**src/rtl/mem_loader.sv**
```systemverilog
//------------------------------------------------------------------------------
// mem_loader
//   Host-side load controller in front of the mem_mesh write ports.
//   A load is one header word followed by data words on a valid/ready stream.
//   The header selects a start address, a wspread value and a target core. Each
//   data word is written at the next consecutive address through that core's
//   write lane. A load holds the CPUs off with cpu_stall and masks their writes.
//   When no load is running, CPU writes pass straight through to mem_mesh.
//
//   Header word layout (LSB first):
//     [ADDR_WIDTH-1:0]   start address
//     next SPREAD_WIDTH  wspread
//     next CORE_BITS     target core
//     any upper bits are ignored
//
//   Ports
//     clk, rst_n         clock, asynchronous active-low reset
//     host_valid/ready   host word handshake (beat = valid & ready)
//     host_data          header or data word
//     host_last          final word of a load
//     cpu_we/waddr/      CPU write lanes (CORES lanes, packed lane-major)
//       wspread/wdata
//     mem_we/waddr/      write lanes toward mem_mesh
//       wspread/wdata
//     cpu_stall          registered, high while a load is active
//     load_done          registered, one-cycle pulse in the last load cycle
//     load_csum          (MEM_LOADER_CSUM_EN only) XOR of the last load's data
//
//   Configuration macro: MEM_LOADER_CSUM_EN adds the load_csum output.
//------------------------------------------------------------------------------
module mem_loader #(
   parameter int CORES        = 8,
   parameter int DATA_WIDTH   = 16,
   parameter int ADDR_WIDTH   = 8,
   parameter int SPREAD_WIDTH = 3,
   parameter int CORE_BITS    = 3
) (
   input  logic                           clk,
   input  logic                           rst_n,
   input  logic                           host_valid,
   output logic                           host_ready,
   input  logic [DATA_WIDTH-1:0]          host_data,
   input  logic                           host_last,
   input  logic [CORES-1:0]               cpu_we,
   input  logic [CORES*ADDR_WIDTH-1:0]    cpu_waddr,
   input  logic [CORES*SPREAD_WIDTH-1:0]  cpu_wspread,
   input  logic [CORES*DATA_WIDTH-1:0]    cpu_wdata,
   output logic [CORES-1:0]               mem_we,
   output logic [CORES*ADDR_WIDTH-1:0]    mem_waddr,
   output logic [CORES*SPREAD_WIDTH-1:0]  mem_wspread,
   output logic [CORES*DATA_WIDTH-1:0]    mem_wdata,
   output logic                           cpu_stall,
   output logic                           load_done
`ifdef MEM_LOADER_CSUM_EN
   ,
   output logic [DATA_WIDTH-1:0]          load_csum
`endif
);

   typedef enum logic [1:0] {
      S_IDLE = 2'd0,
      S_DATA = 2'd1,
      S_DONE = 2'd2
   } state_t;

   state_t                   r_state;
   state_t                   w_next;

   logic                     w_beat;
   logic                     w_core_ok;

   logic [ADDR_WIDTH-1:0]    r_addr;     // address of the next data word
   logic [SPREAD_WIDTH-1:0]  r_spread;   // wspread from the header
   logic [CORE_BITS-1:0]     r_core;     // target lane from the header
   logic                     r_we;       // a registered write is presented this cycle
   logic [ADDR_WIDTH-1:0]    r_waddr;
   logic [DATA_WIDTH-1:0]    r_wdata;
   logic                     r_stall;
   logic                     r_done;

   assign w_beat    = host_valid & host_ready;
   // A header naming a core beyond CORES still consumes its words, but
   // no lane is ever enabled for it.
   assign w_core_ok = (32'(r_core) < CORES);

   assign cpu_stall = r_stall;
   assign load_done = r_done;

   //---------------------------------------------------------------------------
   // State register
   //---------------------------------------------------------------------------
   // NOTE: clocked state uses non-blocking assignments so every register
   // samples the pre-edge values regardless of process ordering.
   always_ff @(posedge clk or negedge rst_n) begin
      if (!rst_n) r_state <= S_IDLE;
      else        r_state <= w_next;
   end

   //---------------------------------------------------------------------------
   // Next-state logic
   //---------------------------------------------------------------------------
   // NOTE: every always_comb output gets a default first so no path leaves
   // it unassigned, which would infer a latch.
   always_comb begin
      w_next = r_state;
      unique case (r_state)
         S_IDLE: if (w_beat) w_next = host_last ? S_DONE : S_DATA;
         S_DATA: if (w_beat && host_last) w_next = S_DONE;
         S_DONE: w_next = S_IDLE;
         default: w_next = S_IDLE;
      endcase
   end

   //---------------------------------------------------------------------------
   // Load datapath registers
   //---------------------------------------------------------------------------
   always_ff @(posedge clk or negedge rst_n) begin
      if (!rst_n) begin
         r_addr   <= '0;
         r_spread <= '0;
         r_core   <= '0;
         r_we     <= 1'b0;
         r_waddr  <= '0;
         r_wdata  <= '0;
         r_stall  <= 1'b0;
         r_done   <= 1'b0;
      end else begin
         // Stall covers every cycle spent outside IDLE, including DONE.
         r_stall <= (w_next != S_IDLE);
         r_done  <= (w_next == S_DONE);
         r_we    <= 1'b0;
         if (w_beat) begin
            if (r_state == S_IDLE) begin
               r_addr   <= host_data[ADDR_WIDTH-1:0];
               r_spread <= host_data[ADDR_WIDTH +: SPREAD_WIDTH];
               r_core   <= host_data[ADDR_WIDTH+SPREAD_WIDTH +: CORE_BITS];
            end else if (r_state == S_DATA) begin
               r_we    <= 1'b1;
               r_waddr <= r_addr;
               r_wdata <= host_data;
               // Wraps naturally at 2**ADDR_WIDTH.
               r_addr  <= r_addr + ADDR_WIDTH'(1);
            end
         end
      end
   end

`ifdef MEM_LOADER_CSUM_EN
   logic [DATA_WIDTH-1:0] r_csum;

   always_ff @(posedge clk or negedge rst_n) begin
      if (!rst_n) begin
         r_csum <= '0;
      end else if (w_beat) begin
         if (r_state == S_IDLE)      r_csum <= '0;
         else if (r_state == S_DATA) r_csum <= r_csum ^ host_data;
      end
   end

   assign load_csum = r_csum;
`endif

   //---------------------------------------------------------------------------
   // Output logic: CPU passthrough in IDLE, loader-owned lanes otherwise
   //---------------------------------------------------------------------------
   always_comb begin
      host_ready  = 1'b1;
      mem_we      = '0;
      mem_waddr   = '0;
      mem_wspread = '0;
      mem_wdata   = '0;
      if (r_state == S_IDLE) begin
         mem_we      = cpu_we;
         mem_waddr   = cpu_waddr;
         mem_wspread = cpu_wspread;
         mem_wdata   = cpu_wdata;
      end else begin
         // CPU lanes are fully masked here; only the pending loader write shows.
         host_ready = (r_state == S_DATA);
         if (r_we && w_core_ok) begin
            mem_we[r_core]                                    = 1'b1;
            mem_waddr[32'(r_core)*ADDR_WIDTH +: ADDR_WIDTH]     = r_waddr;
            mem_wspread[32'(r_core)*SPREAD_WIDTH +: SPREAD_WIDTH] = r_spread;
            mem_wdata[32'(r_core)*DATA_WIDTH +: DATA_WIDTH]     = r_wdata;
         end
      end
   end

endmodule

```
**config.mk**
```make
export PLATFORM = sky130hd
export DESIGN_NAME = mem_loader
export DESIGN_NICKNAME = d
export VERILOG_FILES = /design/src/rtl/mem_loader.sv
export SDC_FILE = /design/constraint.sdc
export NUM_CORES = 1
export LEC_CHECK = 0
export CAP_MARGIN = 0
export CORE_AREA = 5 5 181 183
export CTS_CLUSTER_SIZE = 16
export DETAILED_ROUTE_END_ITERATION = 10
export DIE_AREA = 0 0 186 188
export PLACE_DENSITY = 0.57
export SLEW_MARGIN = 5
export SYNTH_ARGS = -nofsm -noshare
export SYNTH_HDL_FRONTEND = slang
export SYNTH_SLANG_ARGS = --single-unit
export TNS_END_PERCENT = 50
```
**constraint.sdc**
```tcl
create_clock -name clk -period 4.85 [get_ports clk]
set_clock_uncertainty 0.05 [all_clocks]
set_input_delay 1.2125 -clock clk [delete_from_list [all_inputs] [get_ports clk]]
set_output_delay 1.2125 -clock clk [all_outputs]
set_load 0.01 [all_outputs]
```
======== Word level (Yosys, flattened, before mapping) ========
Index checks and enable logic that the tools add are counted.
word-level totals
  bits in registers ....................... 43
  input port bits ......................... 244
  output and inout port bits .............. 227
  word-level logic and storage cells ...... 57
cells by class
  add/sub/neg operators ................... 4
  $mul .................................... 1
  $lt $le $gt $ge ......................... 2
  equal/unequal tests ..................... 2
  shifts and indexed selects .............. 6
  mux-type cells .......................... 20
  bitwise operators ....................... 5
  reductions and logical operators ........ 8
operators with widths
  operator                                                                   number
  128-bit two-way mux                                                        2
  128-bit AND                                                                1
  64-bit two-way mux                                                         2
  16-bit by 34-bit variable shift with 128-bit output, first input constant  1
  16-bit by 34-bit indexed part select with 128-bit output                   1
  64-bit AND                                                                 1
  8-bit by 34-bit variable shift with 64-bit output, first input constant    1
  8-bit by 34-bit indexed part select with 64-bit output                     1
  24-bit two-way mux                                                         2
  5-bit negator with 34-bit output                                           1
  6-bit negator with 34-bit output                                           1
  7-bit negator with 34-bit output                                           1
  3-bit by 34-bit variable shift with 24-bit output, first input constant    1
  3-bit by 34-bit indexed part select with 24-bit output                     1
  8-bit two-way mux                                                          4
  24-bit AND                                                                 1
  8-bit by 1-bit adder with 8-bit output, second input constant              1
  2-bit two-way mux                                                          3
  3-bit by 2-bit multiplier with 5-bit output, second input constant         1
  1-bit two-way mux                                                          5
  3-bit by 4-bit < comparator with 1-bit output, second input constant       1
  2-bit one-hot mux with 2 select lines                                      1
  2-bit AND reduction                                                        2
  2-bit nonzero test                                                         2
  other kinds (9)                                                            10

======== Logic depth before layout (Yosys ltp) ========
  depth after elaboration ................. 7
  mapped depth ............................ 10
  depth with buffers taken out ............ 6

======== Worst setup path after synthesis ========
No wires, ideal clock.
  kind .................................... flip-flop to output port
  from .................................... reg r_core[1]
  to ...................................... out mem_waddr[32]
  data arrival time ....................... 2.394 ns
  required time ........................... 3.588 ns
  setup slack ............................. 1.193 ns
  stages on the path, launching flop included .. 10
  buffers on the path ..................... 3
  path through ............................ dfrtp_1 -> clkbuf_1 -> inv_1 -> ha_1 -> ha_1 -> buf_4 -> or3b_4 -> nor4_4 -> buf_6 -> a22o_1
on the way
  word-level cells in the longest chain between the ends .. 5
  elaborated cells on any way between the ends .. 6
  classes of those cells .................. add/sub: 1; shift: 2; mux: 2; bitwise: 1
ends and longest elaborated chain
  what                                                                                                                                line  source
  start, declared                                                                                                                     74    logic [CORE_BITS-1:0] r_core;
  start signal, assigned                                                                                                              136   r_core <= host_data[ADDR_WIDTH+SPREAD_WIDTH +: CORE_BITS];
  6-bit negator with 34-bit output *                                                                                                  182   mem_waddr[32'(r_core)*ADDR_WIDTH +: ADDR_WIDTH] = r_waddr;
  8-bit by 34-bit indexed part select with 64-bit output / 8-bit by 34-bit variable shift with 64-bit output (equally long branches)  182
  64-bit AND (no line) *                                                                                                              -
  64-bit two-way mux *                                                                                                                180   if (r_we && w_core_ok) begin
  64-bit two-way mux *                                                                                                                172   if (r_state == S_IDLE) begin
  end, declared                                                                                                                       49    output logic [CORES*ADDR_WIDTH-1:0] mem_waddr,
Every way passes the cells marked *; elsewhere a longest branch is shown, timed or not.

======== Final worst setup path ========
  from .................................... reg r_core[2]
  to ...................................... out mem_wdata[50]
on the way
  word-level cells in the longest chain between the ends .. 5
  elaborated cells on any way between the ends .. 6
  classes of those cells .................. add/sub: 1; shift: 2; mux: 2; bitwise: 1
ends and longest elaborated chain
  what                                                                                                                                    line  source
  7-bit negator with 34-bit output *                                                                                                      184   mem_wdata[32'(r_core)*DATA_WIDTH +: DATA_WIDTH] = r_wdata;
  16-bit by 34-bit indexed part select with 128-bit output / 16-bit by 34-bit variable shift with 128-bit output (equally long branches)  184
  128-bit AND (no line) *                                                                                                                 -
  128-bit two-way mux *                                                                                                                   180
  128-bit two-way mux *                                                                                                                   172
  end, declared                                                                                                                           51    output logic [CORES*DATA_WIDTH-1:0] mem_wdata,
Marked as above.

==> summary by stage <==
Outcome
The run finished with clean final reports.

Pwr
The proportion of power drawn by flip-flops and latches is 0.294. The internal power consumption is 0.00135 W. The analysis attributes to net switching a power of 0.00110 W. In this run the static leakage power is 3.61 nW. The fraction of power spent switching nets is 0.449. In this run the power density over the cells is around 250 mW/mm². The relative contribution of the clock network to total power is 0.137. VDD sags by at most 132 µV. The fraction of power consumed by combinational cells is 0.569.

Timing
The final count of negative-setup-slack endpoints is 0. The total negative setup slack is 0 ns. The number of slew-limit violations in the final report was 0. For this run, the top clock speed supported by timing is 216 MHz.

Hold timing on the final database bottoms out at a slack of 0.527 ns. Subtracting the final worst setup slack from the clock period gives 4.63 ns. In the finished design, the share of the clock period the worst path needs comes to 0.955. Setup repair after global routing left no endpoint under its margin. The final count of hold timing violations is 0. The headroom to the max-slew limit is 0.339. The actual slew at the worst max-slew pin is 0.992 ns.

CTS
CTS placed an instance of sky130_fd_sc_hd__clkbuf_16 at the clock tree root. The TritonCTS buffer count is 5. After clock tree synthesis, the clock-pin slew on the worst setup and hold paths is 0.06 ns. The number of sinks driven by the clock tree is 43. The post-CTS repair timing setup buffer count is 0.

In this run the deepest clock path goes through 2 buffers. The H-tree depth is 2. TritonCTS built the clock tree. The clock latency of the later-clocked register in the worst-skew pair is 0.29 ns.

Synth
The number of synthesized flops with an enable pin is 0. The compound-cell area share of the yosys netlist was 0.399. The netlist uses 48 different library cells. The post-synthesis share of cell area spent on and, or, nand and nor gates is 0.195.

The share of the Yosys chip area taken by registers is 0.239. The area fraction of the dominant cell type after synthesis is 0.239. Of the total synthesized cell area, the portion taken by XOR and XNOR cells is 0. The share of synthesized area spent on multiplexers is 0.0772. The post-synthesis register bit count is 43.

By area the synthesized netlist is led by sky130_fd_sc_hd__dfrtp_1 24%, sky130_fd_sc_hd__a22o_1 13%, sky130_fd_sc_hd__a32o_1 12%. The total of warnings raised by yosys is 0. Among all flip-flop cells after synthesis, the most frequent one is sky130_fd_sc_hd__dfrtp_1. The cell area that synthesis handed to floorplanning was 0.00450 mm². The proportion of register bits with asynchronous set or reset after synthesis is 1.00.

The most repeated cell in the gate-level netlist after synthesis is sky130_fd_sc_hd__nand2_1. In this run the mean area of a mapped cell was 7.63 µm². Counting instances in the post-synthesis netlist gives the leading cell types as 136 x sky130_fd_sc_hd__nand2_1, 103 x sky130_fd_sc_hd__o21ai_0, 66 x sky130_fd_sc_hd__a22o_1. The synthesized-area fraction occupied by adder cells is 0.0194. The number of nets handed over by synthesis was between 800 and 900. After synthesis, the largest family of logic cells by area is compound AO/OA/AOI/OAI gates.

Summed over all instances, the cell type with the most area after synthesis is sky130_fd_sc_hd__dfrtp_1. The cell count after synthesis came out at 590.

Route
The detailed-route DRC error count is 0. The routed design has 34,900 µm of wire. The antenna violation net count after detailed routing is 0. The pre-antenna-repair detailed-routing pass consisted of 4 iterations.

The detailed router's first-iteration violation count is 393. The routed via count is 6,702. The post-detailed-route via-to-cell ratio is 4.70. After detailed routing, the average wire length per cell comes to 24.5 µm.

Floorplanning
Pin placement for this block handled 471 I/O pins. The initial core utilization is 0.145. The floorplan has 65 rows. The floorplan step set the die height to 188 µm. The die area is 0.0350 mm². In this run the standard cell core region covers between 0.03 and 0.04 mm². The width of the die is 186 µm.

GRT
The number of antenna violations at the first check in global routing is 2. The met1 usage in global routing is 0.236. The overflow left after global routing is 0.

Entering global routing, the biggest net connects 66 pins. The global-route wire length before repair is 48,800 µm. For this run, global-route usage on met2 was measured as 0.319. met2 is the most crowded layer.

The via count of the first global-routing pass came to just over 7,000. The global-route met3 utilization is 0.0448. In the global route stage, overall resource usage came out at 0.185.

Place
The estimated wirelength of the detail-placed design is 28,200 µm. The placer congestion estimate is 0.899. Buffers placed on the I/O ports in this run total 470.

Finish
Summing all multi-input logic gate instances after layout gives 0.00315 mm². Across the whole layout, storage elements account for roughly 0.0011 mm². The area added between synthesis and finish is 118%. The ratio of cells with drive above 1 in the final layout is 0.0724. The utilization after layout is 0.315. The post-layout net count is 1,272. The filler cell count in the final layout is 3,300.

Worst setup path
The element type at the critical path end is an output port. The critical path class is reg2out. The critical path data required time is 3.59 ns. Data on the critical path arrives at its endpoint at 3.37 ns. The maximum net fanout on the critical path is 23.

The critical path launch point type is a flop.

Hold path
The path class of the tightest hold or removal check is reg2reg.

Run
The tool flagged a number of max-cap violations equal to 0.
==> power groups by stage <==
stage | Combinational, W | Sequential (W) | Clock, W
after global routing | 0.00149 | 0.000737 | 0.000362
after floorplan | 0.000629 | 0.000561 | 0
after CTS | 0.00140 | 0.000719 | 0.000349
after detailed placement | 0.00139 | 0.000726 | 0
after global placement | 0.00140 | 0.000726 | 0
final | 0.00139 | 0.000720 | 0.000336
==> cells in the final DEF, fill, tap and decap left out, drive strengths merged, types with 2 or more instances in the layout <==
master,count
a21oi,6
a22o,66
a2bb2oi,2
a32o,55
and2,3
buf,23
clkbuf,5
clkdlybuf4s50,469
clkinvlp,2
dfrtp,43
ha,7
inv,5
mux2,30
nand2,136
nand2b,3
nand3,7
nand3b,2
nand4,2
nor2,9
nor2b,3
nor3,5
nor4,4
nor4bb,2
o211ai,2
o21ai,106
o22ai,2
o41ai,3
or3,5
or3b,2
or4,2
==> metal layers <==
metal | up-vias | part of all wire
met3 | 36 | 0.074
met1 | 3248 | 0.43
met4 | 2 | 0.016
li1 | 3098 | -
met5 | - | 0.00037
met2 | 318 | 0.48
==> registers in the layout, indices dropped and copies added, names as in the netlist, 2 cells and up <==
signal / flops
r_waddr: 8
r_wdata: 16
r_spread: 3
r_addr: 8
r_core: 3
r_state: 2
==> critical path: stages (launching register included) <==
cell                              delay [ns]
sky130_fd_sc_hd__dfrtp_1                0.50
sky130_fd_sc_hd__inv_1                  0.16
sky130_fd_sc_hd__ha_1                   0.55
sky130_fd_sc_hd__o211ai_2               0.30
sky130_fd_sc_hd__or3_4                  0.54
sky130_fd_sc_hd__o21ai_0                0.35
sky130_fd_sc_hd__clkdlybuf4s50_1        0.66
==> final timing paths <==
path	start	to	slack [ns]	cells past startpoint
setup / recovery	r_core[2]$_DFFE_PN0P_	mem_wdata[50]	0.22	6
hold / removal	r_addr[7]$_DFFE_PN0P_	r_waddr[7]$_DFFE_PN0P_	0.53	1
setup reg to reg	r_state[1]$_DFF_PN0_	r_spread[2]$_DFFE_PN0P_	2.14	4
hold reg to reg	r_addr[7]$_DFFE_PN0P_	r_waddr[7]$_DFFE_PN0P_	0.53	1
max in group asynchronous	rst_n	r_wdata[13]$_DFFE_PN0P_	3.09	1
min in group asynchronous	rst_n	r_wdata[14]$_DFFE_PN0P_	1.04	1
==> kinds of logic (layout without fill, tap and decap cells) <==
logic type	count (synthesis)	after routing
mux	31	31
fa+ha+maj	7	7
flops	43	43
simple gates	191	191
compound gates	245	245
other cells	0	1
buf+inv	73	505
==> layout make-up <==
type / count / share of cell area
flip-flops and latches: 43 / 0.110
repair buffers: 492 / 0.500
multi-input cells: 474 / 0.322
clock inverters: 3 / 0.00204
inverters: 5 / 0.00192
diodes: 1 / 0.000255
well taps: 402 / 0.0513
clock buffers: 5 / 0.0128
==> per-stage QoR <==
step	instance area (µm²)	setup WS [ns]	instances	total power, W
finish	9800	0.220	1425	0.00245
global route	9800	0.0995	1424	0.00259
CTS	9780	0.0529	1424	0.00247
detailed placement	9640	0.302	1416	0.00212
global placement	9640	0.312	1416	0.00212
floorplan	4500	1.19	590	0.00119
==> timing repair <==
action	CTS	global route
resized for setup	1	5
hold buffers	0	0
cloned	0	0
setup endpoints to repair	1	55
Note: power is estimated with default switching activity, not from simulation.
==> RTL change 1 (same settings) <==
Add a define of `MEM_LOADER_CSUM_EN`.
--- a/src/rtl/mem_loader.sv
+++ b/src/rtl/mem_loader.sv
@@ -30,2 +30,4 @@
 //------------------------------------------------------------------------------
+`define MEM_LOADER_CSUM_EN
+
 module mem_loader #(
New outputs: load_csum. Function: not settled (the Yosys comparison gave no result); the edit may change what the design does.
==> RTL change 1 against the original RTL <==
- cell count increased by 7.3%
- sequential share of layout area increased by 2.6 points
- register-to-register slack improved by 0.22 ns
- area after synthesis increased by 21%
- utilization increased by 3.5 points
- power increased by 22%
- sequential cell count increased by 16
- routed wire length increased by 16%
- critical path depth increased by 2
- synthesized cell count increased by 18%
- sequential power increased by 30%
- worst setup slack improved by 0.11 ns
- cell area increased by 11%
- critical path type unchanged
- critical endpoint is now mem_wdata[41]
- largest cell class unchanged
==> RTL change 1: results (changes against the original RTL) <==
H-tree depth 3 (+1); Routed met3 length 2640 um (+1.9%); synth top area cells dfrtp_1, a22o_1, nand2_1; TritonCTS Buffers 9 (+4); first-pass GRT wire length 56,100 um (+15%); Reg2Reg Depth 5 (+1); vias per cell 4.85 (+3.1%); Buffers on Ports 486 (+3.4%); met2 WL post-DR 19,900 um (+18%); worst vdd ir 0.174 mV (+32%); status finished clean; sequential fraction of the synthesis area 27.0% (+3.1 points); Total Nets Final 1,368 (+7.5%); WP data arrival 3.26 ns (-0.11 ns); vias in the first global route 7,372 (+4.4%); met3 Use GR 4.02% (-0.47 points); Placer Congestion 0.862 (-4.1%); mux cell area share after synthesis 1.42% (-6.3 points); Slew headroom 32.7% (-1.2 points); RR Startpoint r_state[0]; largest net degree at the start of global routing 87 (+32%); sink of the worst hold path load_csum[13]; wl on met1 17,300 um (+16%); insertion delay to the later sink of the worst-skew pair 0.32 ns (+0.03 ns); GR Layer Usage met2 36.0% (+4.1 points); end of the critical path mem_wdata[41]; worst reg2reg setup slack 2.36 ns (+0.22 ns); worst setup path start r_core[1]; Compound-Gate Fraction of Synth Area 40.3% (+0.36 points)
[RTL change 1: stage by stage]
stage | utilization (%) | worst slack [ns] | hold WS [ns] | cell area [um2] | power (uW)
after floorplan | - | 1.41 | 0.432 | 5460 | 1440
final | 35.0 | 0.332 | 0.419 | 10900 | 2990
after global routing | 35.0 | 0.157 | 0.437 | 10900 | 3140
after global placement | 34.0 | 0.634 | 0.409 | 10600 | 2350
after CTS | 35.0 | 0.147 | 0.425 | 10900 | 3010
after detailed placement | 34.0 | 0.517 | 0.410 | 10600 | 2360
[RTL change 1: cells by family after synthesis]
group                    count (synthesis)
AO/OA/AOI/OAI                          282
adder cells (fa/ha/maj)                  7
buffers and inverters                  101
flip-flops                              59
multiplexers                             7
AND/OR/NAND/NOR                        238
[RTL change 1: repair_timing]
action                                  CTS  global route
hold buffers                              0             0
resized for setup                         0             1
endpoints found under the setup margin    0             1
[RTL change 1: where the power goes]
part | total [uW] | internal [uW] | switching [uW]
clock | 635 | 399 | 236
combinational | 1410 | 740 | 671
sequential | 938 | 599 | 339
total | 2990 | 1740 | 1250
[RTL change 1: worst register-to-register path, cell delays in order (launching register included)]
cell and delay, ns:
dfrtp_1 0.63, buf_4 0.43, nand3b_1 0.43, inv_2 0.50, nand2_1 0.22, o21ai_1 0.17
[RTL change 1: layout make-up]
class	instances	share of cell area (%)
clock buffer	9	2.07
clock inverter	7	0.724
sequential	59	13.6
tap	402	4.62
timing repair buffer	504	46.2
multi-input combinational	534	32.4
antenna	5	0.115
inverter	9	0.310
==> RTL change 2 (same settings) <==
Without the edit above. The parameter `CORES` goes from 8 to 10.
--- a/src/rtl/mem_loader.sv
+++ b/src/rtl/mem_loader.sv
@@ -31,3 +31,3 @@
 module mem_loader #(
-   parameter int CORES        = 8,
+   parameter int CORES        = 10,
    parameter int DATA_WIDTH   = 16,
Ports: changed (8 resized); port bits go from 471 to 583. The function was not compared with the original's and may differ.
==> RTL change 2 against the original RTL <==
- global-route usage increased by 3.2 points
- critical endpoint is now mem_wdata[129]
- power rose by 11%
- cell area rose by 19%
- area after synthesis rose by 19%
- first-iteration DRC count rose by 53%
- sequential cell count stayed put
- routed wire length rose by 18%
- worst setup slack better by 0.041 ns
==> RTL change 2: results (changes against the original RTL) <==
final period utilization 94.6% (-0.85 points); NetSw 1210 uW (+9.9%); insertion delay to the later sink of the worst-skew pair 0.29 ns (about the same); largest net degree at the start of global routing 114 (+73%); routed vias 8,161 (+22%); Slew headroom 35.2% (+1.3 points); post-CTS setup buffer count 0 (unchanged); Inst Count DP 1,667 (+18%); Placer Congestion 0.894 (-0.57%); Reg2Reg Depth 4 (unchanged); RR Startpoint r_state[0]; WP data arrival 3.33 ns (-0.04 ns); Top Registers r_wdata (16), r_addr (8), r_waddr (8); Multi-input gate area 0.00382 mm2 (+21%); FILL cells 3,219 (-2.5%); Total Nets Final 1,578 (+24%); H-tree depth 2 (unchanged); worst min path class flip-flop to flip-flop; post-synthesis cell count 740 (+25%); sequential fraction of the synthesis area 20.1% (-3.8 points); end of the critical path mem_wdata[129]; first-pass GRT wire length 56,800 um (+16%); worst vdd ir 0.151 mV (+15%); R2R Path End r_spread[1]; worst setup path start r_core[1]; routed wire length 41,400 um (+18%); GRT Util Overall 21.7% (+3.2 points); Buffers on Ports 582 (+24%); worst reg2reg setup slack 2.74 ns (+0.60 ns); Synth Net Count 1,046 (+24%); worst slack at placement 0.568 ns (+0.266 ns); CTS root buf clkbuf_16; most frequent cells after synthesis nand2_1, o21ai_0, a22o_1; first drt pass iteration count 5 (+1); share of cells above drive strength 1 6.05% (-1.2 points); Clock Tree Buf Depth 2 (unchanged); leakage power 0.00427 uW (+18%); TritonCTS Buffers 5 (unchanged); placed inst area 0.0115 mm2 (+19%); post_cts resized 0 (-1); Synth Flop Type dfrtp_1; Worst Path Max Fanout 24 (+4.3%); synth unique cells 49 (+2.1%); vias per cell 4.86 (+3.3%); Max-cap violations 0 (unchanged); antenna violations before repair 8 (+6); Final HPWL DP 33,900 um (+20%); Post-synth ARST share 100% (unchanged); status finished clean; synth top area cells dfrtp_1, nand2_1, a22o_1; initial drt markers 600 (+53%)
-- RTL change 2: cell types whose count changed in the layout (fill, tap and decap cells not counted), moves of 4 or more --
| cell | unedited run | this run |
|---|---|---|
| o21ai_1 | 2 | 20 |
| nor3_1 | 5 | 1 |
| nor2b_1 | 3 | 18 |
| a32o_1 | 55 | 44 |
| clkdlybuf4s50_1 | 469 | 580 |
| nand3_1 | 7 | 32 |
| o21ai_0 | 103 | 117 |
| and2_1 | 3 | 32 |
| nor2_1 | 8 | 4 |
| and2b_1 | 0 | 10 |
| nand2_1 | 136 | 171 |
| buf_4 | 19 | 23 |
| a22o_1 | 66 | 72 |
-- RTL change 2: critical path: stages, from the launching register on --
cell,delay [ns]
dfrtp_1,0.54
inv_1,0.15
ha_1,0.21
ha_1,0.40
or4b_4,0.77
o21ai_0,0.36
clkdlybuf4s50_1,0.60
-- RTL change 2: cells by family after synthesis --
logic type	Yosys count	synth area share, %
AND/OR/NAND/NOR	301	28.0
AO/OA/AOI/OAI	272	35.3
buffers and inverters	87	8.72
flip-flops	43	20.1
multiplexers	31	6.50
adder cells (fa/ha/maj)	6	1.40
-- RTL change 2: layer usage --
| layer | up-vias | track usage [%] | part of all wire, % |
|---|---|---|---|
| met2 | 444 | 36.0 | 48 |
| met3 | 53 | 6.17 | 10 |
| met5 | - | 0 | 0.065 |
| met1 | 3891 | 27.4 | 40 |
| li1 | 3769 | - | - |
| met4 | 4 | 6.19 | 2.3 |
-- RTL change 2: final cells by class --
type / instances / share of cell area, %
Clock buffer: 6 / 1.11
Sequential cell: 43 / 9.25
Tap cell: 402 / 4.32
Clock inverter: 2 / 0.108
Multi-Input combinational cell: 610 / 32.9
Inverter: 4 / 0.129
Timing Repair Buffer: 608 / 52.1
Antenna cell: 4 / 0.0861
-- RTL change 2: worst min path at each step --
stage	slack, ns	endpoint	cells past startpoint	startpoint
final	0.52	r_waddr[7]	1	r_addr[7]
after global routing	0.56	r_addr[1]	2	r_addr[1]
after CTS	0.52	r_waddr[7]	1	r_addr[7]
after detailed placement	0.50	r_waddr[7]	1	r_addr[7]
after global placement	0.50	r_waddr[7]	1	r_addr[7]
after floorplan	0.46	r_addr[1]	2	r_addr[1]
-- RTL change 2: power by group through the flow --
stage / Combinational (uW) / Clock, uW / Sequential (uW)
after floorplan: 780 / 0 / 573
after global placement: 1640 / 0 / 757
after detailed placement: 1640 / 0 / 759
after CTS: 1650 / 343 / 753
after global routing: 1750 / 358 / 772
final: 1640 / 330 / 758
